===== config.mk =====
export PLATFORM = sky130hd
export DESIGN_NAME = jedro_1_mem_arbiter_flat
export DESIGN_NICKNAME = d
export VERILOG_FILES = /design/src/rtl/jedro_1_mem_arbiter_if.sv /design/src/rtl/jedro_1_mem_arbiter.sv /design/src/flat_wrapper.sv
export SDC_FILE = /design/constraint.sdc
export NUM_CORES = 1
export LEC_CHECK = 0
export ABC_AREA = 1
export CAP_MARGIN = 20
export CORE_AREA = 3 3 122 124
export CTS_CLUSTER_SIZE = 30
export DETAILED_ROUTE_END_ITERATION = 16
export DIE_AREA = 0 0 125 127
export GPL_TIMING_DRIVEN = 0
export PLACE_DENSITY = 0.68
export REMOVE_ABC_BUFFERS = 1
export SLEW_MARGIN = 40
export SYNTH_ARGS = -nofsm -noshare
export SYNTH_HDL_FRONTEND = slang
export SYNTH_SLANG_ARGS = --single-unit

===== constraint.sdc =====
create_clock -name clk_i -period 5.3 [get_ports clk_i]
set_clock_uncertainty 0.2 [all_clocks]
set_input_delay 1.325 -clock clk_i [delete_from_list [all_inputs] [get_ports clk_i]]
set_output_delay 1.325 -clock clk_i [all_outputs]
set_load 0.005 [all_outputs]

===== src/rtl/jedro_1_mem_arbiter_if.sv =====
// jedro_1 memory bus: request/response handshake bundle.
// master drives requests, slave answers them.
interface jedro_1_mem_arbiter_if #(
  parameter int DATA_WIDTH = 32
);
  logic [DATA_WIDTH-1:0] req_addr;
  logic [DATA_WIDTH-1:0] req_data;
  logic [3:0]            req_strobe;
  logic                  req_write;
  logic                  req_valid;
  logic                  req_ready;
  logic [DATA_WIDTH-1:0] rsp_data;
  logic                  rsp_err;
  logic                  rsp_valid;
  logic                  rsp_ready;

  modport master (
    output req_addr, req_data, req_strobe,
    output req_write, req_valid,
    input  req_ready,
    input  rsp_data, rsp_err, rsp_valid,
    output rsp_ready
  );

  modport slave (
    input  req_addr, req_data, req_strobe,
    input  req_write, req_valid,
    output req_ready,
    output rsp_data, rsp_err, rsp_valid,
    input  rsp_ready
  );
endinterface


===== src/rtl/jedro_1_mem_arbiter.sv =====
// jedro_1 instr/data -> single memory port arbiter.
// Round-robin grant, in-order response routing via route FIFO.
module jedro_1_mem_arbiter #(
  parameter int DATA_WIDTH      = 32,
  parameter int MAX_OUTSTANDING = 4
) (
  input  logic                        clk_i,
  input  logic                        rst_i,
  jedro_1_mem_arbiter_if.slave  instr,
  jedro_1_mem_arbiter_if.slave  data,
  jedro_1_mem_arbiter_if.master mem,
  output logic                        unexp_rsp_o
);

  localparam int PTR_W =
    (MAX_OUTSTANDING > 1) ? $clog2(MAX_OUTSTANDING) : 1;
  localparam int CNT_W = $clog2(MAX_OUTSTANDING + 1);
  localparam logic [PTR_W-1:0] PTR_LAST =
    PTR_W'(MAX_OUTSTANDING - 1);
  localparam logic [CNT_W-1:0] CNT_FULL =
    CNT_W'(MAX_OUTSTANDING);
  localparam logic SIDE_I = 1'b0;
  localparam logic SIDE_D = 1'b1;

  typedef enum logic [1:0] {
    S_IDLE,
    S_LOCK_I,
    S_LOCK_D
  } lock_e;

  lock_e                 state_q, state_d;
  logic                  rr_last_q;
  logic [CNT_W-1:0]      count_q;
  logic [PTR_W-1:0]      wptr_q, rptr_q;
  logic [MAX_OUTSTANDING-1:0] route_q;
  logic                  unexp_q;

  logic                  sel;
  logic                  gnt_v;
  logic                  avail;
  logic                  mem_v;
  logic                  push;
  logic                  pop;
  logic                  empty;
  logic                  head;
  logic [DATA_WIDTH-1:0] addr_mux;
  logic [DATA_WIDTH-1:0] wdata_mux;

  function automatic logic [PTR_W-1:0] ptr_inc(
    input logic [PTR_W-1:0] p
  );
    return (p == PTR_LAST) ? '0 : p + 1'b1;
  endfunction

  assign avail = ~rst_i && (count_q != CNT_FULL);
  assign mem_v = avail & gnt_v;
  assign push  = mem_v & mem.req_ready;
  assign empty = (count_q == '0);
  assign head  = route_q[rptr_q];
  assign pop   = mem.rsp_valid & mem.rsp_ready & ~empty;

  // Grant select: frozen while locked, else round-robin.
  always_comb begin
    sel   = SIDE_I;
    gnt_v = 1'b0;
    unique case (state_q)
      S_LOCK_I: begin
        sel   = SIDE_I;
        gnt_v = instr.req_valid;
      end
      S_LOCK_D: begin
        sel   = SIDE_D;
        gnt_v = data.req_valid;
      end
      default: begin
        unique case (1'b1)
          instr.req_valid && data.req_valid: begin
            sel   = ~rr_last_q;
            gnt_v = 1'b1;
          end
          instr.req_valid && !data.req_valid: begin
            sel   = SIDE_I;
            gnt_v = 1'b1;
          end
          !instr.req_valid && data.req_valid: begin
            sel   = SIDE_D;
            gnt_v = 1'b1;
          end
          default: begin
            sel   = SIDE_I;
            gnt_v = 1'b0;
          end
        endcase
      end
    endcase
  end

  // Request mux: zero-cycle pass-through of granted side.
  always_comb begin
    addr_mux  = sel ? data.req_addr : instr.req_addr;
    wdata_mux = sel ? data.req_data : instr.req_data;
    mem.req_addr    = addr_mux;
    mem.req_data    = wdata_mux;
    mem.req_strobe  = sel ? data.req_strobe
                          : instr.req_strobe;
    mem.req_write   = sel ? data.req_write
                          : instr.req_write;
    mem.req_valid   = mem_v;
    instr.req_ready = mem_v & (sel == SIDE_I)
                    & mem.req_ready;
    data.req_ready  = mem_v & (sel == SIDE_D)
                    & mem.req_ready;
  end

  // Lock next state: hold grant across a stalled request.
  always_comb begin
    state_d = state_q;
    unique case (state_q)
      S_IDLE: begin
        if (mem_v && !mem.req_ready)
          state_d = sel ? S_LOCK_D : S_LOCK_I;
      end
      S_LOCK_I, S_LOCK_D: begin
        if (push) state_d = S_IDLE;
      end
      default: state_d = S_IDLE;
    endcase
  end

  // Response steering by route FIFO head; drop when empty.
  always_comb begin
    instr.rsp_valid = 1'b0;
    data.rsp_valid  = 1'b0;
    mem.rsp_ready   = 1'b0;
    instr.rsp_data  = mem.rsp_data;
    instr.rsp_err   = mem.rsp_err;
    data.rsp_data   = mem.rsp_data;
    data.rsp_err    = mem.rsp_err;
    if (!rst_i) begin
      if (empty) begin
        mem.rsp_ready = 1'b1;
      end else if (head == SIDE_D) begin
        data.rsp_valid = mem.rsp_valid;
        mem.rsp_ready  = data.rsp_ready;
      end else begin
        instr.rsp_valid = mem.rsp_valid;
        mem.rsp_ready   = instr.rsp_ready;
      end
    end
  end

  // Lock state register.
  always_ff @(posedge clk_i or posedge rst_i) begin
    if (rst_i) state_q <= S_IDLE;
    else       state_q <= state_d;
  end

  // Route FIFO, occupancy and round-robin history.
  always_ff @(posedge clk_i or posedge rst_i) begin
    if (rst_i) begin
      count_q   <= '0;
      wptr_q    <= '0;
      rptr_q    <= '0;
      route_q   <= '0;
      rr_last_q <= SIDE_D;
    end else begin
      if (push) begin
        route_q[wptr_q] <= sel;
        wptr_q          <= ptr_inc(wptr_q);
        rr_last_q       <= sel;
      end
      if (pop) rptr_q <= ptr_inc(rptr_q);
      unique case ({push, pop})
        2'b10:   count_q <= count_q + 1'b1;
        2'b01:   count_q <= count_q - 1'b1;
        default: count_q <= count_q;
      endcase
    end
  end

  // Sticky flag for responses with no route.
  always_ff @(posedge clk_i or posedge rst_i) begin
    if (rst_i)                     unexp_q <= 1'b0;
    else if (empty && mem.rsp_valid) unexp_q <= 1'b1;
  end

  assign unexp_rsp_o = unexp_q;

endmodule


===== src/flat_wrapper.sv =====
// flat-port wrapper written by rule: the top's interface ports become plain ports
module jedro_1_mem_arbiter_flat 
#(
  parameter int DATA_WIDTH      = 32,
  parameter int MAX_OUTSTANDING = 4
)
  (clk_i, rst_i, unexp_rsp_o, instr_req_addr, instr_req_data, instr_req_strobe, instr_req_write, instr_req_valid, instr_req_ready, instr_rsp_data, instr_rsp_err, instr_rsp_valid, instr_rsp_ready, data_req_addr, data_req_data, data_req_strobe, data_req_write, data_req_valid, data_req_ready, data_rsp_data, data_rsp_err, data_rsp_valid, data_rsp_ready, mem_req_addr, mem_req_data, mem_req_strobe, mem_req_write, mem_req_valid, mem_req_ready, mem_rsp_data, mem_rsp_err, mem_rsp_valid, mem_rsp_ready);
  jedro_1_mem_arbiter_if #(.DATA_WIDTH(DATA_WIDTH)) instr_i ();
  jedro_1_mem_arbiter_if #(.DATA_WIDTH(DATA_WIDTH)) data_i ();
  jedro_1_mem_arbiter_if #(.DATA_WIDTH(DATA_WIDTH)) mem_i ();
  input  logic clk_i;
  input  logic rst_i;
  output logic unexp_rsp_o;
  input wire logic [$bits(instr_i.req_addr)-1:0] instr_req_addr;
  input wire logic [$bits(instr_i.req_data)-1:0] instr_req_data;
  input wire logic [$bits(instr_i.req_strobe)-1:0] instr_req_strobe;
  input wire logic [$bits(instr_i.req_write)-1:0] instr_req_write;
  input wire logic [$bits(instr_i.req_valid)-1:0] instr_req_valid;
  output wire logic [$bits(instr_i.req_ready)-1:0] instr_req_ready;
  output wire logic [$bits(instr_i.rsp_data)-1:0] instr_rsp_data;
  output wire logic [$bits(instr_i.rsp_err)-1:0] instr_rsp_err;
  output wire logic [$bits(instr_i.rsp_valid)-1:0] instr_rsp_valid;
  input wire logic [$bits(instr_i.rsp_ready)-1:0] instr_rsp_ready;
  input wire logic [$bits(data_i.req_addr)-1:0] data_req_addr;
  input wire logic [$bits(data_i.req_data)-1:0] data_req_data;
  input wire logic [$bits(data_i.req_strobe)-1:0] data_req_strobe;
  input wire logic [$bits(data_i.req_write)-1:0] data_req_write;
  input wire logic [$bits(data_i.req_valid)-1:0] data_req_valid;
  output wire logic [$bits(data_i.req_ready)-1:0] data_req_ready;
  output wire logic [$bits(data_i.rsp_data)-1:0] data_rsp_data;
  output wire logic [$bits(data_i.rsp_err)-1:0] data_rsp_err;
  output wire logic [$bits(data_i.rsp_valid)-1:0] data_rsp_valid;
  input wire logic [$bits(data_i.rsp_ready)-1:0] data_rsp_ready;
  output wire logic [$bits(mem_i.req_addr)-1:0] mem_req_addr;
  output wire logic [$bits(mem_i.req_data)-1:0] mem_req_data;
  output wire logic [$bits(mem_i.req_strobe)-1:0] mem_req_strobe;
  output wire logic [$bits(mem_i.req_write)-1:0] mem_req_write;
  output wire logic [$bits(mem_i.req_valid)-1:0] mem_req_valid;
  input wire logic [$bits(mem_i.req_ready)-1:0] mem_req_ready;
  input wire logic [$bits(mem_i.rsp_data)-1:0] mem_rsp_data;
  input wire logic [$bits(mem_i.rsp_err)-1:0] mem_rsp_err;
  input wire logic [$bits(mem_i.rsp_valid)-1:0] mem_rsp_valid;
  output wire logic [$bits(mem_i.rsp_ready)-1:0] mem_rsp_ready;
  assign instr_i.req_addr = instr_req_addr;
  assign instr_i.req_data = instr_req_data;
  assign instr_i.req_strobe = instr_req_strobe;
  assign instr_i.req_write = instr_req_write;
  assign instr_i.req_valid = instr_req_valid;
  assign instr_req_ready = instr_i.req_ready;
  assign instr_rsp_data = instr_i.rsp_data;
  assign instr_rsp_err = instr_i.rsp_err;
  assign instr_rsp_valid = instr_i.rsp_valid;
  assign instr_i.rsp_ready = instr_rsp_ready;
  assign data_i.req_addr = data_req_addr;
  assign data_i.req_data = data_req_data;
  assign data_i.req_strobe = data_req_strobe;
  assign data_i.req_write = data_req_write;
  assign data_i.req_valid = data_req_valid;
  assign data_req_ready = data_i.req_ready;
  assign data_rsp_data = data_i.rsp_data;
  assign data_rsp_err = data_i.rsp_err;
  assign data_rsp_valid = data_i.rsp_valid;
  assign data_i.rsp_ready = data_rsp_ready;
  assign mem_req_addr = mem_i.req_addr;
  assign mem_req_data = mem_i.req_data;
  assign mem_req_strobe = mem_i.req_strobe;
  assign mem_req_write = mem_i.req_write;
  assign mem_req_valid = mem_i.req_valid;
  assign mem_i.req_ready = mem_req_ready;
  assign mem_i.rsp_data = mem_rsp_data;
  assign mem_i.rsp_err = mem_rsp_err;
  assign mem_i.rsp_valid = mem_rsp_valid;
  assign mem_rsp_ready = mem_i.rsp_ready;
  jedro_1_mem_arbiter #(.DATA_WIDTH(DATA_WIDTH), .MAX_OUTSTANDING(MAX_OUTSTANDING)) u_core (.clk_i(clk_i), .rst_i(rst_i), .instr(instr_i), .data(data_i), .mem(mem_i), .unexp_rsp_o(unexp_rsp_o));
endmodule

## Word level (Yosys, flattened, before mapping)

Cells that the tools add are included.

- Register bits after elaboration: 15
- Input bits: 179
- Output and inout bits: 142
- Word-level logic and storage cells: 80

- Add/subtract/negate cells: 4
- $lt $le $gt $ge: 3
- Equality and inequality tests: 9
- Muxes and demuxes: 29
- Bitwise gates (word level): 12
- Reduce and logical (&&, ||, !) cells: 16

Operators with widths:

| cell | count |
|---|---|
| $mux 32 | 2 |
| $mux 1 | 13 |
| $mux 2 | 5 |
| $and 1x1->1 | 8 |
| $eq 2x2->1 const B | 4 |
| $logic_and 1x1->1 | 7 |
| $lt 2x3->1 const B | 2 |
| $pmux 1 s2 | 3 |
| $pmux 3 s2 | 1 |
| $add 2x1->2 const B | 2 |
| $bwmux 4 | 1 |
| $eq 2x1->1 const B | 2 |
| $mux 4 | 1 |
| $ne 2x1->1 const B | 2 |
| $not 1->1 | 4 |
| $pmux 2 s2 | 1 |
| $add 3x1->3 const B | 1 |
| $logic_not 1->1 | 3 |
| $logic_not 3->1 | 1 |
| $ne 3x3->1 const B | 1 |
| $reduce_or 3->1 | 1 |
| $sub 3x1->3 const B | 1 |
| $bmux 1 s2 | 1 |
| $demux 1 s2 | 1 |
| other kinds (5) | 5 |

## Logic depth before layout (Yosys ltp)

- Word-level depth: 9
- Mapped depth: 14
- Gate-level depth less buffers: 14

## Worst setup path after synthesis

Ideal clock, no wire load.

- Path kind: input -> output
- From: input rst_i
- To: output instr_rsp_valid
- Arrival: 2,174 ps
- Slack: 1,601 ps
- Stages on the path: 5
- Buffers on the path: 0
- Path through: inv_1 > nand2_1 > nor2_1 > inv_1 > a21oi_1

- Word-level cells in the longest chain between the ends: 1

Ends and longest elaborated chain:

| item | line | RTL |
|---|---|---|
| start, declared | flat_wrapper.sv:12 | `input logic rst_i;` |
| $mux 1 | jedro_1_mem_arbiter.sv:139 | `if (!rst_i) begin` |
| end, declared | flat_wrapper.sv:22 | `output wire logic [$bits(instr_i.rsp_valid)-1:0] instr_rsp_valid;` |

No other way between the ends.

## Final worst setup path

- From: input instr_req_valid
- To: output mem_req_data[11]

- Word-level cells in the longest chain between the ends: 5
- Elaborated cells between the ends (all ways): 6
- Those cells by class: mux (3); reduce/logical (3)

Ends and longest elaborated chain:

| item | line | RTL |
|---|---|---|
| start, declared | flat_wrapper.sv:18 | `input wire logic [$bits(instr_i.req_valid)-1:0] instr_req_valid;` |
| $logic_not 1->1 | jedro_1_mem_arbiter.sv:85 | `!instr.req_valid && data.req_valid: begin` |
| $logic_and 1x1->1 | jedro_1_mem_arbiter.sv:85 |  |
| $pmux 1 s2 (*) | jedro_1_mem_arbiter.sv:76 | `unique case (1'b1)` |
| $pmux 1 s2 (*) | jedro_1_mem_arbiter.sv:66 | `unique case (state_q)` |
| $mux 32 (*) | jedro_1_mem_arbiter.sv:101 | `wdata_mux = sel ? data.req_data : instr.req_data;` |
| end, declared | flat_wrapper.sv:35 | `output wire logic [$bits(mem_i.req_data)-1:0] mem_req_data;` |

Every way passes the cells marked *; elsewhere a longest branch is shown, timed or not.

==> metrics.md <==
| Metric | Value |
|---|---|
| Cell Chain, Critical Path | clkdlybuf4s50_1 > nand2_1 > nand3_1 > nand2_8 > inv_16 > nand2_1 > nand2_1 > clkdlybuf4s50_1 |
| Starting density of the core | between 10% and 20% |
| Slew HR | about 61% |
| Status | finished, final reports clean |
| GR Util All Layers | roughly 14% |
| Grt total ovfl | 0 |
| CTS buffer count | 3 |
| RSZ-0062 raised after global routing | false |
| Dpl hpwl | 10200 microns |
| Startpoint class of the critical path | primary input |
| Routability cong. | slightly above 0.8 |
| I/O pins | 321 |
| Max Freq | about 0.20 GHz |
| Period utilization | between 90% and 100% |
| WHS Path Cells | 1 |
| H-tree levels | 1 |
| Async SR Flop Fraction | 100% |
| Antenna violations before repair | 0 |
| Most frequent cell after synthesis | nand2_1 |
| CTS hold repair buffers | 0 |
| Leakage | 2.04 nW |
| Seq/Total Area, Yosys | 16.1% |
| Detail Route Antenna Nets | 0 |
| Die width | between 100 and 150 microns |
| Die Y-Extent | 127 microns |
| RR Endpoint | u_core.count_q[2] |
| Layout cells sized above 1 | 2.33% |
| Num rows | 43 |
| Peak supply drop | ~0.19 mV |
| EDFF count, synth | 0 |
| Combinational family with the most area after synthesis | simple AND/OR/NAND/NOR gates |
| CP Capture Type | output pin |
| Worst EP arrival | 3560 ps |
| DRC viols | 0 |
| Min Tclk post-route | a little over 5000 ps |
| Via count | around 2800 |
| Worst Max-Slew Pin Slew | between 500 and 600 ps |
| Post-synthesis mux area share | 0% |
| Post-CTS Setup Bufs | 0 |
| Global-route wire length before repair | around 17000 microns |
| R2R setup slack | about 2600 ps |
| Synth Area in Adders | around 5.7% |
| Setup WS pre-CTS | -373 ps |
| Crit Path Class | primary input to output pin |
| 1st-iter DRT viols | roughly 140 |
| Vias per inst | approximately 3.8 |
| Synth Area in XOR/XNOR | less than 1% |
| Gate Count Post-Synth | 414 |
| CTS clock-pin slew for the worst setup and hold paths | around 40 ps |
| Most frequent CP cell | nand2_1 |
| Synth Flop Type | dfrtp_1 |
| Worst Hold Endpoint | u_core.unexp_rsp_o |
| HP Start | u_core.unexp_rsp_o |
| Worst r2r path cells | 12 |
| Cell accounting for the most synthesized area | nand2_1 |
| Max Slew Vio Count | 0 |
| CP bufs+invs | 3 |
| Compound-cell area share of the yosys netlist | 3.64% |
| Largest net degree at the start of global routing | 77 |
| Vias in the first global route | between 2000 and 3000 |
| DR WL/cell | between 15 and 20 microns |
| Total Power | ~0.0018 W |
| FF+latch count, synth | 15 |
| I/O Buffers | about 220 |
| Maxcap violations | 0 |
| Drt pass-1 iters | 4 |
| P per Cell Area | approximately 410 nW/um^2 |
| Root buf cell | clkbuf_16 |
| Final setup violating endpoints | 0 |
| Final worst-path setup slack | 214 ps |
| Synth top area share | 38.6% |
| Yosys cell types | 25 |
| Crit-path max cell delay | 560 ps |
| Final net count | between 700 and 800 |
| Inst Count DP | roughly 730 |
| Worst Path Required | roughly 3800 ps |
| Clock Path Buffers | 2 |
| Full die area | 15900 sq um |
| Post-route non-filler standard cell count | around 740 |
| Synth top area cells | nand2_1 39%, buf_4 23%, dfrtp_1 15% |
| HP Class | flip-flop to flip-flop |
| Clk sinks | 15 |
| Synthesis-to-finish area growth | 83.6% |
| CTS tree | done |
| Syn Area/Cell | 5.64 sq um |
| Ant. Diodes | 0 |
| CORE AREA | 13900 sq um |
| Hold Vio Cnt, Final | 0 |
| CP max FO | 76 |
| Crit path max-delay cell type | clkdlybuf4s50_1 |
| Synth Cell Area | approximately 2300 sq um |
| Post-Synth Simple-Gate Area | 44.5% |
| Insertion delay to the later sink of the worst-skew pair | around 240 ps |
| Count of warnings emitted by yosys | 0 |
| CP top delay family | buffers and inverters |
| Final wirelength | about 12000 microns |
| Reg2Reg Launch Point | u_core.state_q[0] |
| List of most frequent post-synthesis cells | 240 x nand2_1, 72 x buf_4, 22 x inv_1, 14 x dfrtp_1, 13 x nand3_1 |
-- layout make-up --
type                    count  area [sq um]
multi-input cells         293          1290
fillers                  1520          9590
clock buffers               4          78.8
inverters                  24           106
well taps                 180           225
flip-flops and latches     15           377
repair buffers            221          2210
-- kinds of logic (layout without fill, tap and decap cells) --
group           after synthesis  in the layout
simple gates                267            267
buf+inv                     106            249
flops                        15             15
compound gates               14             14
fa+ha+maj                    10             10
xor+xnor                      2              2
-- layer usage --
layer	global-route usage [%]	wire length (microns)	vias to the layer above
met4	1.40	66	2
met3	10.5	2050	9
met1	16.5	4820	1151
met5	4.95	82	-
met2	19.4	4840	206
li1	-	-	1462
-- sequential cells by signal (all words and copies together), names as in the netlist --
| register | count |
|---|---|
| u_core.rptr_q | 2 |
| u_core.count_q | 3 |
| u_core.rr_last_q | 1 |
| u_core.route_q | 4 |
| u_core.state_q | 2 |
| u_core.wptr_q | 2 |
| u_core.unexp_rsp_o | 1 |
-- timing repair --
action                     CTS  global route
gates resized for setup      4             1
setup endpoints to repair   70             1
hold endpoints to repair     0             0
-- cells in the final DEF, fill, tap and decap left out, types with 2 or more instances in the layout --
cell type	instances
a21oi_1	2
o21ai_0	2
clkbuf_16	3
nor2_1	7
nand2_1	240
o21ai_1	8
ha_1	9
inv_1	22
nand3_1	13
dfrtp_1	14
nand2_2	2
clkdlybuf4s50_1	221
-- worst max path at each step --
| stage | depth (start not counted) | startpoint | slack (ps) | to |
|---|---|---|---|---|
| 2_1_floorplan | 6 | instr_req_valid | 780 | mem_req_addr[0] |
| 4_1_cts | 8 | instr_req_valid | 140 | mem_req_data[11] |
| 5_1_grt | 8 | instr_req_valid | 30 | mem_req_data[11] |
| 3_5_place_dp | 8 | instr_req_valid | -370 | mem_req_data[11] |
| 3_3_place_gp | 8 | instr_req_valid | -1300 | mem_req_data[11] |
| 6_report | 8 | instr_req_valid | 210 | mem_req_data[11] |
-- through the flow --
step	area [sq um]	hold WS, ps	util [%]	TNS [ps]
2_1_floorplan	1740	250	-	0
3_3_place_gp	4180	254	30.1	-81720
3_5_place_dp	4190	257	30.2	-16400
4_1_cts	4280	267	30.9	0
5_1_grt	4290	287	30.9	0
6_report	4290	261	30.9	0
-- report_power, final --
group	switching [W]	internal [W]	total (W)
Sequential	0.0000433	0.000169	0.000213
Combinational	0.000680	0.000718	0.00140
Clock	0.0000415	0.000101	0.000143
(Power assumes the default switching activity.)
